$ cat src/rtl/mc_controller_pkg.sv
// rtl/mc_controller_pkg.sv - opcode/func constants, ALU codes, mux encodings and FSM states
package mc_controller_pkg;

  localparam logic [5:0] OP_RTYPE = 6'b000000;
  localparam logic [5:0] OP_LW    = 6'b100011;
  localparam logic [5:0] OP_SW    = 6'b101011;
  localparam logic [5:0] OP_ADDI  = 6'b001000;
  localparam logic [5:0] OP_SLTI  = 6'b001010;
  localparam logic [5:0] OP_BEQ   = 6'b000100;
  localparam logic [5:0] OP_BNE   = 6'b000101;
  localparam logic [5:0] OP_J     = 6'b000010;
  localparam logic [5:0] OP_JAL   = 6'b000011;

  localparam logic [5:0] FN_ADD = 6'b100000;
  localparam logic [5:0] FN_SUB = 6'b100010;
  localparam logic [5:0] FN_AND = 6'b100100;
  localparam logic [5:0] FN_OR  = 6'b100101;
  localparam logic [5:0] FN_SLT = 6'b101010;
  localparam logic [5:0] FN_JR  = 6'b001000;

  localparam logic [2:0] ALU_AND = 3'b000;
  localparam logic [2:0] ALU_OR  = 3'b001;
  localparam logic [2:0] ALU_ADD = 3'b010;
  localparam logic [2:0] ALU_SUB = 3'b110;
  localparam logic [2:0] ALU_SLT = 3'b111;

  localparam logic [1:0] SRCB_B   = 2'b00;
  localparam logic [1:0] SRCB_4   = 2'b01;
  localparam logic [1:0] SRCB_IMM = 2'b10;
  localparam logic [1:0] SRCB_BR  = 2'b11;

  localparam logic [1:0] REGDST_RT = 2'b00;
  localparam logic [1:0] REGDST_RD = 2'b01;
  localparam logic [1:0] REGDST_RA = 2'b10;

  localparam logic [1:0] M2R_ALU = 2'b00;
  localparam logic [1:0] M2R_MDR = 2'b01;
  localparam logic [1:0] M2R_PC  = 2'b10;

  localparam logic [1:0] PCSRC_ALU  = 2'b00;
  localparam logic [1:0] PCSRC_OUT  = 2'b01;
  localparam logic [1:0] PCSRC_JUMP = 2'b10;
  localparam logic [1:0] PCSRC_REG  = 2'b11;

  typedef enum logic [3:0] {
    S_IF, S_ID, S_EX_R, S_WB_R, S_EX_I, S_WB_I, S_MEM_ADDR,
    S_MEM_RD, S_WB_LW, S_MEM_WR, S_BR, S_J, S_JAL, S_JR
  } state_t;

  function automatic logic is_alu_func(input logic [5:0] fn);
    return (fn == FN_ADD) || (fn == FN_SUB) || (fn == FN_AND) ||
           (fn == FN_OR)  || (fn == FN_SLT);
  endfunction

endpackage

$ cat src/rtl/mc_controller_if.sv
// rtl/mc_controller_if.sv - controller <-> datapath bundle; master is the controller side
interface mc_controller_if #(parameter int CNT_W = 16);
  logic [5:0]       opcode;
  logic [5:0]       func;
  logic             zero;
  logic             mem_ready;
  logic             pc_en;
  logic             iord;
  logic             mem_read;
  logic             mem_write;
  logic             ir_write;
  logic [1:0]       reg_dst;
  logic [1:0]       mem_to_reg;
  logic             reg_write;
  logic             alu_src_a;
  logic [1:0]       alu_src_b;
  logic [2:0]       alu_cntrl;
  logic [1:0]       pc_src;
  logic             illegal;
  logic [CNT_W-1:0] instr_count;

  modport master (
    input  opcode, func, zero, mem_ready,
    output pc_en, iord, mem_read, mem_write, ir_write, reg_dst, mem_to_reg,
           reg_write, alu_src_a, alu_src_b, alu_cntrl, pc_src, illegal, instr_count
  );

  modport slave (
    output opcode, func, zero, mem_ready,
    input  pc_en, iord, mem_read, mem_write, ir_write, reg_dst, mem_to_reg,
           reg_write, alu_src_a, alu_src_b, alu_cntrl, pc_src, illegal, instr_count
  );
endinterface

$ cat src/rtl/mc_controller_alu_decoder.sv
// rtl/mc_controller_alu_decoder.sv - R-type func field to ALU control code
module mc_alu_decoder
  import mc_controller_pkg::*;
(
  input  logic [5:0] i_func,
  output logic [2:0] o_alu_cntrl
);

  always_comb begin
    o_alu_cntrl = ALU_ADD;
    case (i_func)
      FN_SUB:  o_alu_cntrl = ALU_SUB;
      FN_AND:  o_alu_cntrl = ALU_AND;
      FN_OR:   o_alu_cntrl = ALU_OR;
      FN_SLT:  o_alu_cntrl = ALU_SLT;
      default: o_alu_cntrl = ALU_ADD;
    endcase
  end

endmodule

$ cat src/rtl/mc_controller.sv
// rtl/mc_controller.sv - multi-cycle MIPS control FSM with memory wait, illegal detect, retire counter
module mc_controller
  import mc_controller_pkg::*;
#(
  parameter bit MEM_WAIT_EN = 1'b1,
  parameter int CNT_W       = 16
) (
  input  logic           clk,
  input  logic           rst,
  mc_controller_if.master bus
);

  state_t           r_state;
  state_t           w_next;
  logic [CNT_W-1:0] r_instr_count;

  logic       w_rdy, w_is_bne, w_pc_write, w_retire;
  logic       w_iord, w_mem_read, w_mem_write, w_ir_write, w_reg_write, w_alu_src_a, w_illegal;
  logic [1:0] w_reg_dst, w_mem_to_reg, w_alu_src_b, w_pc_src;
  logic [2:0] w_alu_cntrl, w_alu_r;

  assign w_rdy    = bus.mem_ready | ~MEM_WAIT_EN;
  assign w_is_bne = (bus.opcode == OP_BNE);

  mc_alu_decoder u_alu_dec (
    .i_func      (bus.func),
    .o_alu_cntrl (w_alu_r)
  );

  always_ff @(posedge clk or posedge rst) begin
    if (rst) r_state <= S_IF;
    else     r_state <= w_next;
  end

  always_comb begin
    w_next       = r_state;
    w_iord       = 1'b0;
    w_mem_read   = 1'b0;
    w_mem_write  = 1'b0;
    w_ir_write   = 1'b0;
    w_pc_write   = 1'b0;
    w_reg_write  = 1'b0;
    w_alu_src_a  = 1'b0;
    w_illegal    = 1'b0;
    w_reg_dst    = REGDST_RT;
    w_mem_to_reg = M2R_ALU;
    w_alu_src_b  = SRCB_B;
    w_pc_src     = PCSRC_ALU;
    w_alu_cntrl  = ALU_AND;
    case (r_state)
      S_IF: begin
        w_mem_read  = 1'b1;
        w_alu_src_b = SRCB_4;
        w_alu_cntrl = ALU_ADD;
        w_ir_write  = w_rdy;
        w_pc_write  = w_rdy;
        if (w_rdy) w_next = S_ID;
      end
      S_ID: begin
        w_alu_src_b = SRCB_BR;
        w_alu_cntrl = ALU_ADD;
        w_next      = S_IF;
        case (bus.opcode)
          OP_RTYPE: begin
            if (bus.func == FN_JR)           w_next = S_JR;
            else if (is_alu_func(bus.func))  w_next = S_EX_R;
            else                             w_illegal = 1'b1;
          end
          OP_LW, OP_SW:     w_next = S_MEM_ADDR;
          OP_ADDI, OP_SLTI: w_next = S_EX_I;
          OP_BEQ, OP_BNE:   w_next = S_BR;
          OP_J:             w_next = S_J;
          OP_JAL:           w_next = S_JAL;
          default:          w_illegal = 1'b1;
        endcase
      end
      S_EX_R: begin
        w_alu_src_a = 1'b1;
        w_alu_cntrl = w_alu_r;
        w_next      = S_WB_R;
      end
      S_WB_R: begin
        w_reg_dst   = REGDST_RD;
        w_reg_write = 1'b1;
        w_next      = S_IF;
      end
      S_EX_I: begin
        w_alu_src_a = 1'b1;
        w_alu_src_b = SRCB_IMM;
        w_alu_cntrl = (bus.opcode == OP_SLTI) ? ALU_SLT : ALU_ADD;
        w_next      = S_WB_I;
      end
      S_WB_I: begin
        w_reg_write = 1'b1;
        w_next      = S_IF;
      end
      S_MEM_ADDR: begin
        w_alu_src_a = 1'b1;
        w_alu_src_b = SRCB_IMM;
        w_alu_cntrl = ALU_ADD;
        w_next      = (bus.opcode == OP_SW) ? S_MEM_WR : S_MEM_RD;
      end
      S_MEM_RD: begin
        w_iord     = 1'b1;
        w_mem_read = 1'b1;
        if (w_rdy) w_next = S_WB_LW;
      end
      S_WB_LW: begin
        w_mem_to_reg = M2R_MDR;
        w_reg_write  = 1'b1;
        w_next       = S_IF;
      end
      S_MEM_WR: begin
        w_iord      = 1'b1;
        w_mem_write = 1'b1;
        if (w_rdy) w_next = S_IF;
      end
      S_BR: begin
        w_alu_src_a = 1'b1;
        w_alu_cntrl = ALU_SUB;
        w_pc_src    = PCSRC_OUT;
        w_next      = S_IF;
      end
      S_J: begin
        w_pc_src   = PCSRC_JUMP;
        w_pc_write = 1'b1;
        w_next     = S_IF;
      end
      S_JAL: begin
        w_pc_src     = PCSRC_JUMP;
        w_pc_write   = 1'b1;
        w_reg_write  = 1'b1;
        w_reg_dst    = REGDST_RA;
        w_mem_to_reg = M2R_PC;
        w_next       = S_IF;
      end
      S_JR: begin
        w_pc_src   = PCSRC_REG;
        w_pc_write = 1'b1;
        w_next     = S_IF;
      end
      default: w_next = S_IF;
    endcase
  end

  // ID->IF only happens on an illegal decode, which does not retire
  assign w_retire = (r_state != S_IF) && (r_state != S_ID) && (w_next == S_IF);

  always_ff @(posedge clk or posedge rst) begin
    if (rst)           r_instr_count <= '0;
    else if (w_retire) r_instr_count <= r_instr_count + 1'b1;
  end

  // rst gates every strobe combinationally so an aborted access stops at once
  assign bus.pc_en       = ~rst & (w_pc_write | ((r_state == S_BR) & (bus.zero ^ w_is_bne)));
  assign bus.iord        = ~rst & w_iord;
  assign bus.mem_read    = ~rst & w_mem_read;
  assign bus.mem_write   = ~rst & w_mem_write;
  assign bus.ir_write    = ~rst & w_ir_write;
  assign bus.reg_write   = ~rst & w_reg_write;
  assign bus.alu_src_a   = ~rst & w_alu_src_a;
  assign bus.illegal     = ~rst & w_illegal;
  assign bus.reg_dst     = rst ? 2'b00 : w_reg_dst;
  assign bus.mem_to_reg  = rst ? 2'b00 : w_mem_to_reg;
  assign bus.alu_src_b   = rst ? 2'b00 : w_alu_src_b;
  assign bus.pc_src      = rst ? 2'b00 : w_pc_src;
  assign bus.alu_cntrl   = rst ? 3'b000 : w_alu_cntrl;
  assign bus.instr_count = r_instr_count;

endmodule

$ cat src/flat_wrapper.sv
// flat-port wrapper written by rule: the top's interface ports become plain ports
module mc_controller_flat import mc_controller_pkg::*;
#(
  parameter bit MEM_WAIT_EN = 1'b1,
  parameter int CNT_W       = 16
)
  (clk, rst, bus_opcode, bus_func, bus_zero, bus_mem_ready, bus_pc_en, bus_iord, bus_mem_read, bus_mem_write, bus_ir_write, bus_reg_dst, bus_mem_to_reg, bus_reg_write, bus_alu_src_a, bus_alu_src_b, bus_alu_cntrl, bus_pc_src, bus_illegal, bus_instr_count);
  mc_controller_if #(.CNT_W(CNT_W)) bus_i ();
  input  logic clk;
  input  logic rst;
  input wire logic [$bits(bus_i.opcode)-1:0] bus_opcode;
  input wire logic [$bits(bus_i.func)-1:0] bus_func;
  input wire logic [$bits(bus_i.zero)-1:0] bus_zero;
  input wire logic [$bits(bus_i.mem_ready)-1:0] bus_mem_ready;
  output wire logic [$bits(bus_i.pc_en)-1:0] bus_pc_en;
  output wire logic [$bits(bus_i.iord)-1:0] bus_iord;
  output wire logic [$bits(bus_i.mem_read)-1:0] bus_mem_read;
  output wire logic [$bits(bus_i.mem_write)-1:0] bus_mem_write;
  output wire logic [$bits(bus_i.ir_write)-1:0] bus_ir_write;
  output wire logic [$bits(bus_i.reg_dst)-1:0] bus_reg_dst;
  output wire logic [$bits(bus_i.mem_to_reg)-1:0] bus_mem_to_reg;
  output wire logic [$bits(bus_i.reg_write)-1:0] bus_reg_write;
  output wire logic [$bits(bus_i.alu_src_a)-1:0] bus_alu_src_a;
  output wire logic [$bits(bus_i.alu_src_b)-1:0] bus_alu_src_b;
  output wire logic [$bits(bus_i.alu_cntrl)-1:0] bus_alu_cntrl;
  output wire logic [$bits(bus_i.pc_src)-1:0] bus_pc_src;
  output wire logic [$bits(bus_i.illegal)-1:0] bus_illegal;
  output wire logic [$bits(bus_i.instr_count)-1:0] bus_instr_count;
  assign bus_i.opcode = bus_opcode;
  assign bus_i.func = bus_func;
  assign bus_i.zero = bus_zero;
  assign bus_i.mem_ready = bus_mem_ready;
  assign bus_pc_en = bus_i.pc_en;
  assign bus_iord = bus_i.iord;
  assign bus_mem_read = bus_i.mem_read;
  assign bus_mem_write = bus_i.mem_write;
  assign bus_ir_write = bus_i.ir_write;
  assign bus_reg_dst = bus_i.reg_dst;
  assign bus_mem_to_reg = bus_i.mem_to_reg;
  assign bus_reg_write = bus_i.reg_write;
  assign bus_alu_src_a = bus_i.alu_src_a;
  assign bus_alu_src_b = bus_i.alu_src_b;
  assign bus_alu_cntrl = bus_i.alu_cntrl;
  assign bus_pc_src = bus_i.pc_src;
  assign bus_illegal = bus_i.illegal;
  assign bus_instr_count = bus_i.instr_count;
  mc_controller #(.MEM_WAIT_EN(MEM_WAIT_EN), .CNT_W(CNT_W)) u_core (.clk(clk), .rst(rst), .bus(bus_i));
endmodule
$ cat config.mk
export PLATFORM = sky130hd
export DESIGN_NAME = mc_controller_flat
export DESIGN_NICKNAME = d
export VERILOG_FILES = /design/src/rtl/mc_controller_pkg.sv /design/src/rtl/mc_controller_if.sv /design/src/rtl/mc_controller_alu_decoder.sv /design/src/rtl/mc_controller.sv /design/src/flat_wrapper.sv
export SDC_FILE = /design/constraint.sdc
export NUM_CORES = 1
export LEC_CHECK = 0
export ABC_CLOCK_PERIOD_IN_PS = 1700
export CAP_MARGIN = 40
export CORE_UTILIZATION = 30
export DETAILED_ROUTE_END_ITERATION = 7
export GPL_ROUTABILITY_DRIVEN = 1
export GPL_TIMING_DRIVEN = 1
export SYNTH_ARGS = -nofsm -noshare
export SYNTH_HDL_FRONTEND = slang
export SYNTH_HIERARCHICAL = 1
export SYNTH_SLANG_ARGS = --single-unit
$ cat constraint.sdc
create_clock -name clk -period 1.7 [get_ports clk]
set_input_delay 0.17 -clock clk [delete_from_list [all_inputs] [get_ports clk]]
set_output_delay 0.17 -clock clk [all_outputs]
set_load 0.02 [all_outputs]
==> impl_metrics.yaml <==
setup_path:
  path_delay_family: "simple AND/OR/NAND/NOR gates"
  cpPeakStageDelay_ns: 0.44
  criticalPathCategory: "reg -> out"
  slowest_stage: "dfrtp_2"
  ff2ff_path_depth: 8
  endpoint: "bus_illegal"
  regToRegEndpoint: "u_core/bus.instr_count[6]$_DFFE_PP0P_"
  path_depth: 6
  cp_max_fo: 5
  crit_chain: "or2_4 -> nor3_4 -> buf_6 -> nand3_2 -> nor3_2 -> buf_4"
  crit_path_end_kind: "primary output"
  startpoint: "u_core/r_state[2]$_DFF_PP0_"
  arrival_ns: 1.60
  start_kind: "flip-flop"
  required_ns: 1.53
  regToRegSetupSlack_ns: 0.07
  path_buf_inv: 2
  r2r-start: "u_core/r_state[0]$_DFF_PP0_"
route:
  routed_wl_mm: 4.68
  drt_first_pass_iters: 4
  ant_nets: 0
  routedWlPerCell_um: 12.9
  drt_iter0_markers: 29
  drcViolationCount: 0
  vias_per_cell: 4.94
  vias: 1799
placement:
  dp_cells: 354
  port_buffers: 50
  gp_congestion: 0.911
  place_ws_ns: -0.706
  dpl.hpwl_mm: 3.53
final_layout:
  layout-drive-gt1-share_pct: 42.5
  nNetsFinal: 312
  fillCellCount: 525
  syn_to_final_growth_pct: 74.2
  finalNonFillerCells: 364
  multi_input_area_um2: 1200
  diodes: 0
  ff_latch_area_um2: 504
synth:
  synth_area_per_cell_um2: 8.39
  synthCells: 191
  synth_top_cell_area_share_pct: 31.3
  synth_area_leaders: "dfrtp_1 (31%), xnor2_1 (6.6%), a21oi_1 (5.0%), nand2_1 (4.7%), nor2_1 (3.5%)"
  yosysUniqueCellTypes: 50
  synthTopCellsByCount: "dfrtp_1 (20), nand2_1 (20), a21oi_1 (16), nor2_1 (15), xnor2_1 (12)"
  synth_top_family_by_area: "simple AND/OR/NAND/NOR gates"
  synth_fp_nets: 208
  yosys_warnings: 6
  synth-xor-area-share_pct: 9.30
  synth_mux_area_share_pct: 3.28
  synth_compound_area_share_pct: 13.6
  ys_seq_area_share_pct: 31.3
  synth_top_area_cell: "dfrtp_1"
  ys_dominant_reg_cell: "dfrtp_1"
  synth_fa_ha_area_share_pct: 0.781
  ys_seq_elements: 20
  synth-async-reset-ratio_pct: 100
  synth.cell_area_um2: 1600
  synthSimpleGateAreaFrac_pct: 37.0
  synth-edff-count: 0
job:
  drv_cap: 0
floorplan:
  rows: 26
  start_util_pct: 31.2
  die_area_um2: 5630
  die_w_um: 75.1
  die_y_um: 75.1
  io-pin-count: 51
  placeableCoreArea_um2: 5140
cts:
  numCtsBuffers: 3
  htree_levels: 1
  clk_path_buf_depth: 2
  cts_root_buffer: "clkbuf_8"
  clock_latency_ns: 0.26
  clk_pin_slew_ns: 0.08
  cts_tree: "yes"
  cts_sinks: 20
  hold_buffers: 0
timing:
  finalSetupViolCount: 8
  slew-limit-headroom_pct: 80.3
  fin_crit_sh_pct: 104
  tightest_slew_ns: 0.296
  hold_viol: 0
  rsz0062_at_grt: "yes"
  postLayoutSetupSlackWorst_ns: -0.0747
  fin_skew_ns: 0.00221
  fin_setup_tns_ns: -0.313
  max_freq_mhz: 563
  fin_crit_ns: 1.77
  final-max-slew-violation-count: 0
global_routing:
  first_global_vias: 1751
  grt_start_max_net_pins: 21
  gr-total-overflow: 0
  grt_pass1_wl_mm: 7.73
  grt_antenna_before_repair: 0
  gr-usage-all-layers_pct: 17.8
hold_path:
  hold_path_class: "reg -> reg"
run_status:
  violations: "negative setup slack"
  status: "complete, but fails checks"
power_and_ir_drop:
  peakVddDrop_uv: 232
  power.total_mw: 1.29
  power_density_nw_per_um2: 461
  p_leak_nw: 1.28
sequential cells by signal, indices dropped and copies added, names as in the netlist:
signal	flops
u_core/bus.instr_count	16
u_core/r_state	4
per-stage QoR:
step / area [µm²] / utilization [%] / hold slack, ns
floorplan: 1640 / - / 0.327
global placement: 2570 / 50.0 / 0.461
detailed placement: 2570 / 50.0 / 0.466
CTS: 2720 / 52.8 / 0.476
global route: 2790 / 54.3 / 0.514
finish: 2790 / 54.3 / 0.466
logic make-up after synthesis:
logic type,Yosys count
AOI/OAI and AO/OA,36
xor gates and xnor gates,17
adders and majority gates,1
buffers and inverters,15
DFF,20
muxes,5
and+or+nand+nor,97
layer usage:
layer / GRT usage [%] / vias to the layer above / share of wire (%)
li1: - / 891 / -
met1: 20.4 / 860 / 43
met2: 34.6 / 40 / 53
met3: 1.74 / 8 / 2.5
met4: 4.82 / 0 / 1.5
met5: 0 / - / 0
where the power goes:
part	internal [mW]	switching, mW	total (mW)
logic	0.208	0.192	0.400
registers	0.494	0.0297	0.524
clock network	0.206	0.157	0.363
total	0.908	0.379	1.29
layout make-up:
class | count | share of cell area [%]
Clock buffer | 4 | 1.97
Inverter | 4 | 0.538
Multi-Input combinational cell | 156 | 43.2
Sequential cell | 20 | 18.1
Tap cell | 70 | 3.14
Timing Repair Buffer | 110 | 33.1
repair_timing:
action / 4_1_cts / 5_1_grt
setup buffers: 8 / 0
resized for setup: 118 / 30
pin swaps: 13 / 11
endpoints found under the setup margin: 29 / 25
how the worst min path moves through the flow:
stage,from,endpoint,slack (ns),cells after the start
global route,u_core/bus.instr_count[13]$_DFFE_PP0P_,u_core/bus.instr_count[13]$_DFFE_PP0P_,0.51,1
finish,u_core/bus.instr_count[15]$_DFFE_PP0P_,u_core/bus.instr_count[15]$_DFFE_PP0P_,0.47,1
CTS,u_core/bus.instr_count[15]$_DFFE_PP0P_,u_core/bus.instr_count[15]$_DFFE_PP0P_,0.48,1
detailed placement,u_core/bus.instr_count[15]$_DFFE_PP0P_,u_core/bus.instr_count[15]$_DFFE_PP0P_,0.47,1
floorplan,bus_mem_ready,u_core/r_state[0]$_DFF_PP0_,0.33,1
global placement,u_core/bus.instr_count[15]$_DFFE_PP0P_,u_core/bus.instr_count[15]$_DFFE_PP0P_,0.46,1
layout by cell type, fill, tap and decap left out, types with 4 or more instances in the layout:
cell type,count
nor3_1,5
a21oi_1,11
nand4_1,4
dlygate4sd2_1,8
nor2_1,11
buf_2,6
buf_4,60
a21oi_2,4
dfrtp_1,17
xnor2_1,11
o21ai_0,7
buf_6,12
nand3_1,6
clkdlybuf4s50_1,22
xor2_1,5
inv_1,4
clkbuf_8,4
nand2_1,18
worst reg2reg max path: cells and delay by family, from the launching register on:
| kind | cells | cell delay, ns |
|---|---|---|
| AOI/OAI and AO/OA | 1 | 0.08 |
| xor gates and xnor gates | 1 | 0.13 |
| buffers and inverters | 3 | 0.46 |
| DFF | 1 | 0.49 |
| and+or+nand+nor | 3 | 0.37 |
(Power assumes the default switching activity.)
